File: config.mk
export PLATFORM = sky130hd
export DESIGN_NAME = lsu_mem_master
export DESIGN_NICKNAME = d
export VERILOG_FILES = /design/src/rtl/lsu_mem_master_pkg.sv /design/src/rtl/lsu_load_fmt.sv /design/src/rtl/lsu_mem_master.sv
export SDC_FILE = /design/constraint.sdc
export NUM_CORES = 1
export LEC_CHECK = 0
export CORE_ASPECT_RATIO = 1.5
export CORE_UTILIZATION = 40
export CTS_CLUSTER_SIZE = 8
export DETAILED_ROUTE_END_ITERATION = 12
export PLACE_DENSITY = 0.73
export SYNTH_ARGS = -nofsm -noshare
export SYNTH_HDL_FRONTEND = slang
export SYNTH_SLANG_ARGS = --single-unit
File: constraint.sdc
create_clock -name clk -period 4.14 [get_ports clk]
set_input_delay 0.828 -clock clk [delete_from_list [all_inputs] [get_ports clk]]
set_output_delay 0.828 -clock clk [all_outputs]
set_load 0.02 [all_outputs]
File: src/rtl/lsu_mem_master_pkg.sv
// Shared load/store definitions: funct3 access encodings, LSU state encoding
// and small helpers for access width and legality.
package lsu_mem_master_pkg;

  localparam logic [2:0] FUNCT3_LS_B  = 3'b000;
  localparam logic [2:0] FUNCT3_LS_H  = 3'b001;
  localparam logic [2:0] FUNCT3_LS_W  = 3'b010;
  localparam logic [2:0] FUNCT3_LS_BU = 3'b100;
  localparam logic [2:0] FUNCT3_LS_HU = 3'b101;

  // Each op of a split misaligned access moves a single unsigned byte.
  localparam logic [2:0] MISALIGNED_BYTE_SIZE = FUNCT3_LS_BU;

  typedef enum logic [2:0] {
    LSU_IDLE,
    LSU_ISSUE,
    LSU_WAIT,
    LSU_RESP,
    LSU_ERR
  } lsu_state_e;

  function automatic logic [2:0] ls_nbytes(input logic [2:0] size);
    case (size[1:0])
      2'b00:   return 3'd1;
      2'b01:   return 3'd2;
      default: return 3'd4;
    endcase
  endfunction

  function automatic logic ls_size_legal(input logic [2:0] size);
    case (size)
      FUNCT3_LS_B, FUNCT3_LS_H, FUNCT3_LS_W,
      FUNCT3_LS_BU, FUNCT3_LS_HU: return 1'b1;
      default:                    return 1'b0;
    endcase
  endfunction

endpackage

File: src/rtl/lsu_load_fmt.sv
// Load data formatter: selects the addressed byte/halfword from a raw word
// and applies sign or zero extension for the access size.
module lsu_load_fmt
  import lsu_mem_master_pkg::*;
(
  input  logic [31:0] raw,
  input  logic [2:0]  size,
  input  logic [1:0]  offset,
  output logic [31:0] data
);

  logic [31:0] shifted;

  always_comb begin
    // NOTE: every output of a combinational block gets a default first, so
    // no path through the case can leave it unassigned and infer a latch.
    shifted = raw >> {offset, 3'b000};
    data    = '0;
    case (size)
      FUNCT3_LS_B:  data = {{24{shifted[7]}}, shifted[7:0]};
      FUNCT3_LS_BU: data = {24'b0, shifted[7:0]};
      FUNCT3_LS_H:  data = {{16{shifted[15]}}, shifted[15:0]};
      FUNCT3_LS_HU: data = {16'b0, shifted[15:0]};
      FUNCT3_LS_W:  data = raw;
      default:      data = '0;
    endcase
  end

endmodule

File: src/rtl/lsu_mem_master.sv
// Data-memory port initiator: one load/store at a time, misaligned H/W split
// into byte ops, loaded data assembled, extended and returned with a pulse.
module lsu_mem_master
  import lsu_mem_master_pkg::*;
#(
  parameter bit          SPLIT_MISALIGNED = 1'b1,
  parameter int unsigned MEM_WORDS        = 1024
) (
  input  logic        clk,
  input  logic        rstn,
  input  logic        req_valid,
  output logic        req_ready,
  input  logic        req_we,
  input  logic [31:0] req_addr,
  input  logic [2:0]  req_size,
  input  logic [31:0] req_wd,
  output logic        resp_valid,
  output logic [31:0] resp_rd,
  output logic        resp_err,
  output logic        mem_we,
  output logic [31:0] mem_addr,
  output logic [2:0]  mem_size,
  output logic [31:0] mem_wd,
  input  logic [31:0] mem_rd
);

  localparam logic [32:0] ADDR_LIMIT = 33'(4 * MEM_WORDS);

  lsu_state_e  state_q, state_d;
  logic        we_q, we_d, split_q, split_d;
  logic [31:0] addr_q, addr_d, wd_q, wd_d, asm_q, asm_d;
  logic [2:0]  size_q, size_d;
  logic [1:0]  cnt_q, cnt_d;
  logic        mem_we_q, mem_we_d, resp_valid_q, resp_valid_d, resp_err_q, resp_err_d;
  logic [31:0] mem_addr_q, mem_addr_d, mem_wd_q, mem_wd_d, resp_rd_q, resp_rd_d;
  logic [2:0]  mem_size_q, mem_size_d;

  logic [2:0]  req_nbytes, nbytes_m1;
  logic [32:0] req_last_byte;
  logic        req_misaligned, req_err;
  logic [1:0]  last_cnt, next_cnt;
  logic [31:0] rd_shift, wd_shift, asm_next, fmt_out;

  // Error and alignment classification of the request being offered.
  always_comb begin
    req_nbytes     = ls_nbytes(req_size);
    req_misaligned = (req_nbytes == 3'd2 && req_addr[0]) ||
                     (req_nbytes == 3'd4 && req_addr[1:0] != 2'b00);
    req_last_byte  = {1'b0, req_addr} + 33'(req_nbytes) - 33'd1;
    req_err        = !ls_size_legal(req_size) || (req_we && req_size[2]) ||
                     (req_last_byte >= ADDR_LIMIT) ||
                     (req_misaligned && !SPLIT_MISALIGNED);
  end

  // The RAM returns whole words; a split op picks its byte lane from the
  // address it issued, an aligned op keeps the word for the formatter.
  always_comb begin
    nbytes_m1 = ls_nbytes(size_q) - 3'd1;
    last_cnt  = split_q ? nbytes_m1[1:0] : 2'd0;
    next_cnt  = cnt_q + 2'd1;
    rd_shift  = mem_rd >> {mem_addr_q[1:0], 3'b000};
    wd_shift  = wd_q >> {next_cnt, 3'b000};
    asm_next  = mem_rd;
    if (split_q) begin
      asm_next = asm_q;
      asm_next[{cnt_q, 3'b000} +: 8] = rd_shift[7:0];
    end
  end

  lsu_load_fmt u_load_fmt (
    .raw    (asm_next),
    .size   (size_q),
    .offset (split_q ? 2'b00 : addr_q[1:0]),
    .data   (fmt_out)
  );

  always_comb begin
    state_d      = state_q;
    we_d         = we_q;
    addr_d       = addr_q;
    size_d       = size_q;
    wd_d         = wd_q;
    split_d      = split_q;
    cnt_d        = cnt_q;
    asm_d        = asm_q;
    mem_we_d     = 1'b0;
    mem_addr_d   = mem_addr_q;
    mem_size_d   = mem_size_q;
    mem_wd_d     = mem_wd_q;
    resp_valid_d = 1'b0;
    resp_err_d   = 1'b0;
    resp_rd_d    = '0;
    case (state_q)
      LSU_IDLE: begin
        if (req_valid) begin
          we_d    = req_we;
          addr_d  = req_addr;
          size_d  = req_size;
          wd_d    = req_wd;
          split_d = req_misaligned;
          cnt_d   = 2'd0;
          asm_d   = '0;
          if (req_err) begin
            state_d      = LSU_ERR;
            resp_valid_d = 1'b1;
            resp_err_d   = 1'b1;
          end else begin
            state_d    = LSU_ISSUE;
            mem_we_d   = req_we;
            mem_addr_d = req_addr;
            mem_size_d = req_misaligned ? MISALIGNED_BYTE_SIZE : req_size;
            mem_wd_d   = req_misaligned ? {24'b0, req_wd[7:0]} : req_wd;
          end
        end
      end
      LSU_ISSUE: state_d = LSU_WAIT;
      LSU_WAIT: begin
        asm_d = asm_next;
        if (cnt_q == last_cnt) begin
          state_d      = LSU_RESP;
          resp_valid_d = 1'b1;
          resp_rd_d    = we_q ? '0 : fmt_out;
        end else begin
          state_d    = LSU_ISSUE;
          cnt_d      = next_cnt;
          mem_we_d   = we_q;
          mem_addr_d = addr_q + 32'(next_cnt);
          mem_wd_d   = {24'b0, wd_shift[7:0]};
        end
      end
      default: state_d = LSU_IDLE;
    endcase
  end

  always_ff @(posedge clk or negedge rstn) begin
    // NOTE: sequential state is updated with non-blocking assignments only,
    // so every flop samples values from before the edge.
    if (!rstn) begin
      state_q      <= LSU_IDLE;
      we_q         <= 1'b0;
      addr_q       <= '0;
      size_q       <= FUNCT3_LS_W;
      wd_q         <= '0;
      split_q      <= 1'b0;
      cnt_q        <= '0;
      asm_q        <= '0;
      mem_we_q     <= 1'b0;
      mem_addr_q   <= '0;
      mem_size_q   <= FUNCT3_LS_W;
      mem_wd_q     <= '0;
      resp_valid_q <= 1'b0;
      resp_rd_q    <= '0;
      resp_err_q   <= 1'b0;
    end else begin
      state_q      <= state_d;
      we_q         <= we_d;
      addr_q       <= addr_d;
      size_q       <= size_d;
      wd_q         <= wd_d;
      split_q      <= split_d;
      cnt_q        <= cnt_d;
      asm_q        <= asm_d;
      mem_we_q     <= mem_we_d;
      mem_addr_q   <= mem_addr_d;
      mem_size_q   <= mem_size_d;
      mem_wd_q     <= mem_wd_d;
      resp_valid_q <= resp_valid_d;
      resp_rd_q    <= resp_rd_d;
      resp_err_q   <= resp_err_d;
    end
  end

  assign req_ready  = (state_q == LSU_IDLE);
  assign resp_valid = resp_valid_q;
  assign resp_rd    = resp_rd_q;
  assign resp_err   = resp_err_q;
  assign mem_we     = mem_we_q;
  assign mem_addr   = mem_addr_q;
  assign mem_size   = mem_size_q;
  assign mem_wd     = mem_wd_q;

endmodule

======== Word level (Yosys, flattened, before mapping) ========
Cells that the tools add are included.
word-level totals
  output and inout port bits .............. 103
  register bits ........................... 208
  bits of input ports ..................... 103
operators by class
  equality and inequality tests ........... 18
  shifts and indexed selects .............. 5
  add/sub/neg operators ................... 6
  bitwise logic cells ..................... 1
  multiplexer cells ....................... 39
  reductions and logical operators ........ 20
  $lt $le $gt $ge ......................... 1
operators by type and width
  operator                count
  $mux 32                 12
  $pmux 32 s2             3
  $pmux 32 s5             1
  $shr 32x5->8            2
  $add 32x3->33           1
  $ge 33x13->1 const B    1
  $sub 33x1->33 const B   1
  $add 32x2->32           1
  $bwmux 32               1
  $shift 8x7->32 const A  1
  $shiftx 8x7->32         1
  $shr 32x5->16           1
  $eq 3x3->1 const B      5
  $eq 3x2->1 const B      4
  $mux 2                  5
  $eq 3x1->1 const B      3
  $logic_not 3->1         3
  $mux 3                  3
  $pmux 3 s3              1
  $mux 1                  8
  $pmux 2 s2              2
  $neg 5->7               1
  $ne 2x2->1 const B      3
  $pmux 3 s2              1
  15 further kinds        25

======== Logic depth before layout (Yosys ltp) ========
Gate-level depths: netlist of run 1.
  depth in word-level cells ............... 9
  gate-level depth with buffers ........... 19

======== By module ========
From an unflattened synthesis of run 1, not the netlist that was laid out.
unflattened totals
  cells, all modules ...................... 1490
  area, all modules ....................... 12967.4 µm²
by module, submodules not included
  module          area each (µm²)  cells each  sequential area each (µm²)  instances
  lsu_mem_master  12142.9          1362        5207.5                      1
  lsu_load_fmt    824.5            128         0.0                         1

======== Worst setup path before layout of run 1 ========
OpenSTA, ideal clock, no wires.
  path kind ............................... in2reg
  start ................................... input port req_size[0]
  end ..................................... register mem_addr_q[5] (netlist: mem_addr[5])
  stages .................................. 17
  data required time ...................... 4.015 ns
  setup time .............................. 0.125 ns
  path slack .............................. -0.278 ns
  data arrival time ....................... 4.293 ns
  cell sequence ........................... or2_2 ha_1 inv_1 ha_1 inv_1 fa_1 nor2b_1 o2111ai_1 a21o_1 and3_1 o2111ai_1 o31ai_1 a211o_1 nor4_4 a21o_2 buf_6 mux2_2
between the ends
  longest elaborated chain between the ends .. 8
RTL lines
  element                                           line                                                RTL
  start: declaration                                lsu_mem_master.sv:15                                input logic [2:0] req_size,
  $eq 2x1->1 (tied with other cells)                lsu_mem_master_pkg.sv:23                            case (size[1:0])
  $pmux 3 s2 or $reduce_or 5->1 (tied branches)     lsu_mem_master_pkg.sv:23, lsu_mem_master_pkg.sv:31
  $add 32x3->33 or $mux 1 (tied branches)           lsu_mem_master.sv:49, lsu_mem_master_pkg.sv:31
  $sub 33x1->33 or $logic_not 1->1 (tied branches)  lsu_mem_master.sv:49, lsu_mem_master.sv:50
  $ge 33x13->1 or $logic_or 1x1->1 (tied branches)  lsu_mem_master.sv:51, lsu_mem_master.sv:50
  $logic_or 1x1->1 (*)                              lsu_mem_master.sv:50                                req_err = !ls_size_legal(req_size) || (req_we && req_size[2]) ||
  $ne 2x2->1 (no source line) (*)                   n/a
  $reduce_and 4->1 (no source line) (*)             n/a
  end signal: assignment                            lsu_mem_master.sv:164                               mem_addr_q <= mem_addr_d;
  end: declaration                                  lsu_mem_master.sv:35                                logic [31:0] mem_addr_q, mem_addr_d, mem_wd_q, mem_wd_d, resp_rd_q, resp_rd_d;
Mark *: on every way between the ends. The rest lies on a longest branch, timed or not.
A chain may end at the register's enable or synchronous reset.

======== Worst setup path after layout of run 1 ========
  start ................................... input port req_addr[5]
  end ..................................... register mem_addr_q[30] (netlist: mem_addr[30])
between the ends
  longest elaborated chain between the ends .. 6
RTL lines
  element                            line                  RTL
  start: declaration                 lsu_mem_master.sv:14  input logic [31:0] req_addr,
  $add 32x3->33                      lsu_mem_master.sv:49  req_last_byte = {1'b0, req_addr} + 33'(req_nbytes) - 33'd1;
  $sub 33x1->33                      lsu_mem_master.sv:49
  $ge 33x13->1                       lsu_mem_master.sv:51  (req_last_byte >= ADDR_LIMIT) ||
  $logic_or 1x1->1                   lsu_mem_master.sv:50
  $ne 2x2->1 (no source line)        n/a
  $reduce_and 4->1 (no source line)  n/a
No other way between the ends.

==> results of run 1 <==
cell usage after synthesis, types with 7 or more instances:
cell         n
a21o_1      18
a21oi_1     65
a221o_1     18
a221oi_1    18
a22oi_1     15
a32o_1       8
and3_1       9
buf_1       12
clkbuf_1    65
dfrtp_1    206
ha_1        41
inv_1       55
mux2_1       7
mux2_2      19
mux2i_1     40
mux4_2      16
nand2_1    268
nand3_1     48
nand4_1     18
nor2_1      85
nor3_1      13
o211ai_1     8
o21a_1      10
o21ai_0    149
o21bai_1    16
o22a_1       8
o22ai_1     16
o2bb2ai_1    7
xnor2_1     15
xor2_1      23
path summary, 6_finish.rpt:
| check | from | end | slack, ns | depth (start not counted) |
|---|---|---|---|---|
| max in group asynchronous | rstn | mem_size[1]$_DFFE_PN1P_ | 2.82 | 2 |
| hold reg to reg | wd_q[18]$_DFFE_PN0P_ | wd_q[18]$_DFFE_PN0P_ | 0.47 | 2 |
| min in group clk | wd_q[18]$_DFFE_PN0P_ | wd_q[18]$_DFFE_PN0P_ | 0.47 | 2 |
| setup / recovery | req_addr[5] | mem_addr[30]$_DFFE_PN0P_ | -0.02 | 17 |
| setup reg to reg | cnt_q[1]$_DFFE_PN0P_ | mem_addr[31]$_DFFE_PN0P_ | 0.59 | 14 |
| hold / removal | rstn | resp_rd[27]$_DFF_PN0_ | 0.33 | 1 |
flip-flops by register name, indices dropped and copies added, names as in the netlist:
signal / flops
addr_q: 32
asm_q: 32
mem_addr: 32
mem_wd: 32
resp_rd: 32
wd_q: 32
mem_size: 3
size_q: 3
state_q: 3
cnt_q: 2
mem_we: 1
resp_err: 1
resp_valid: 1
split_q: 1
we_q: 1
routing by layer:
layer | track usage | vias up | share of wire
met2 | 0.517 | 538 | 0.52
met1 | 0.303 | 6148 | 0.36
met4 | 0.193 | 0 | 0.069
met3 | 0.0328 | 159 | 0.050
li1 | - | 5765 | -
met5 | 0 | - | 0
through the flow:
step / hold WS [ns] / setup slack [ns] / power [mW] / cell area [um2] / instances
3_3_place_gp: 0.453 / -0.880 / 3.52 / 16300 / 2124
2_1_floorplan: 0.440 / -0.0684 / 2.93 / 12600 / 1404
4_1_cts: 0.372 / -0.0377 / 5.71 / 17700 / 2187
5_1_grt: 0.399 / -0.136 / 5.98 / 17800 / 2190
6_report: 0.329 / -0.0245 / 5.74 / 17800 / 2190
3_5_place_dp: 0.458 / -0.979 / 3.55 / 16300 / 2124
final cells by class:
class,instances,area (um2),share of cell area
Tap cell,405,507,0.0285
Timing Repair Buffer,424,3850,0.216
Sequential cell,208,5210,0.293
Multi-Input combinational cell,1051,7210,0.405
Inverter,57,226,0.0127
Antenna cell,3,7.51,0.000422
Clock buffer,41,771,0.0433
Clock inverter,1,8.76,0.000492
where the power goes:
group,total (mW),switching [mW],internal (mW)
logic,1.41,0.772,0.634
clock network,2.12,0.852,1.26
registers,2.22,0.0876,2.13
total,5.74,1.71,4.03
logic make-up after synthesis:
logic type / share of synthesized area
AOI/OAI and AO/OA: 0.215
xor gates and xnor gates: 0.0266
adders and majority gates: 0.0442
buffers and inverters: 0.0472
DFF: 0.416
muxes: 0.0841
and+or+nand+nor: 0.168
what timing repair did:
item | 4_1_cts | 5_1_grt
setup buffers | 17 | 4
pin swaps | 43 | 27
resized for setup | 99 | 27
gates cloned | 5 | 0
hold buffers | 0 | 0
endpoints found under the hold margin | 0 | 0
setup endpoints to repair | 72 | 69
==> flow_summary.json, run 1 <==
{
  "cp_slowest_stage_delay_ns": 0.50,
  "status": "finished with violations",
  "grtUsageTotal": 0.282,
  "clk_path_buf_depth": 3,
  "min_period_over_period": 1.01,
  "synthCells": 1404,
  "cts_sinks": 208,
  "power.leakage_nw": 8.01,
  "cap_violations": 0,
  "wl_per_cell_um": 20.8,
  "nFillCells": 2653,
  "cp-start-kind": "primary input",
  "critPathSlowestCell": "clkdlybuf4s50_1",
  "setup_viol": 22,
  "synth_area_per_cell_um2": 8.92,
  "overflow": 0,
  "synth-edff-count": 0,
  "die_h_um": 219,
  "async_reset_ff_frac": 1.00,
  "start_util": 0.405,
  "p_per_area_mw_per_mm2": 322,
  "insertion_delay_ns": 0.54,
  "rsz0062_at_grt": "true",
  "core_mm2": 0.0309,
  "hpwl_mm": 33.7,
  "first_global_vias": 12900,
  "violations": "setup timing",
  "drc_errors": 0,
  "synthesis.area_mm2": 0.0125,
  "nets": 1917,
  "final_cell_mix": "263 x nand2_1, 206 x dfrtp_1, 201 x buf_4, 188 x clkdlybuf4s50_1, 145 x o21ai_0",
  "worst_ep_arrival_time_ns": 4.59,
  "synth_cell_types": 83,
  "path_cells": "clkdlybuf4s50_1 -> inv_1 -> ha_4 -> o211ai_1 -> buf_4 -> o21ai_1 -> nand2_1 -> a31o_2 -> buf_4 -> mux2i_1 -> o32a_1 -> nand4_1 -> nor4_4 -> buf_6 -> a21o_4 -> buf_12 -> mux2_4",
  "grt_start_max_net_pins": 98,
  "critical_path.top_delay_family": "buffers and inverters",
  "io_pins": 206,
  "synth_area_leaders": "dfrtp_1 41%, nand2_1 8.0%, o21ai_0 6.0%, ha_1 4.1%, mux2i_1 3.2%",
  "irDropWorstVdd_mv": 0.194,
  "die_w_um": 146,
  "clock_skew_ns": 0.0114,
  "slew_headroom": 0.314,
  "area_growth_pct": 42.1,
  "rows": 79,
  "wl_mm": 45.5,
  "report.final.hold_viol_count": 0,
  "drt_pass1_iterations": 5,
  "path_class": "primary input to register",
  "cp.buffers_inverters": 6,
  "path_max_fanout": 8,
  "fin_ws_ns": -0.0245,
  "drv_slew": 0,
  "dieArea_mm2": 0.0320,
  "synth_top_cell_by_area": "dfrtp_1",
  "yosysSeqAreaShare": 0.416,
  "synth_warnings": 0,
  "fin_util": 0.575,
  "layout_commonest_cell": "nand2_1",
  "cts_tree": "done",
  "drt_iter0_drc": 831,
  "syn_nets": 1550,
  "viasPerCell": 5.76,
  "hp-class": "primary input to asynchronous set/reset pin",
  "h-tree-depth": 1,
  "vias": 12600,
  "numCtsBuffers": 29,
  "antenna_found_initial": 3,
  "path_clk_slew_ns": 0.05,
  "layout_min_cycle_time_ns": 4.16,
  "crit_top_cell": "buf_4",
  "synth_seq_cells": 208,
  "drive_gt1_frac": 0.214,
  "setup_tns_ns": -0.320,
  "synth_ff_type": "dfrtp_1",
  "root_buffer": "clkbuf_16",
  "portBuffers": 205,
  "ant_nets": 0,
  "critPathCaptureType": "register",
  "grt_pass1_wl_mm": 70.2,
  "synth_top_area_frac": 0.412,
  "worst_ep_required_time_ns": 4.57,
  "gp_congestion": 1.00,
  "fmax_mhz": 240,
  "worst_slew_pin_slew_ns": 1.02
}
Power figures use the tool's default switching activity.
==> inputs of run 2 (changes only) <==
Settings changed: HOLD_SLACK_MARGIN set to 0.06.
==> results of run 2 <==
No change in the layout: final DEF, timing and power equal those of run 1.
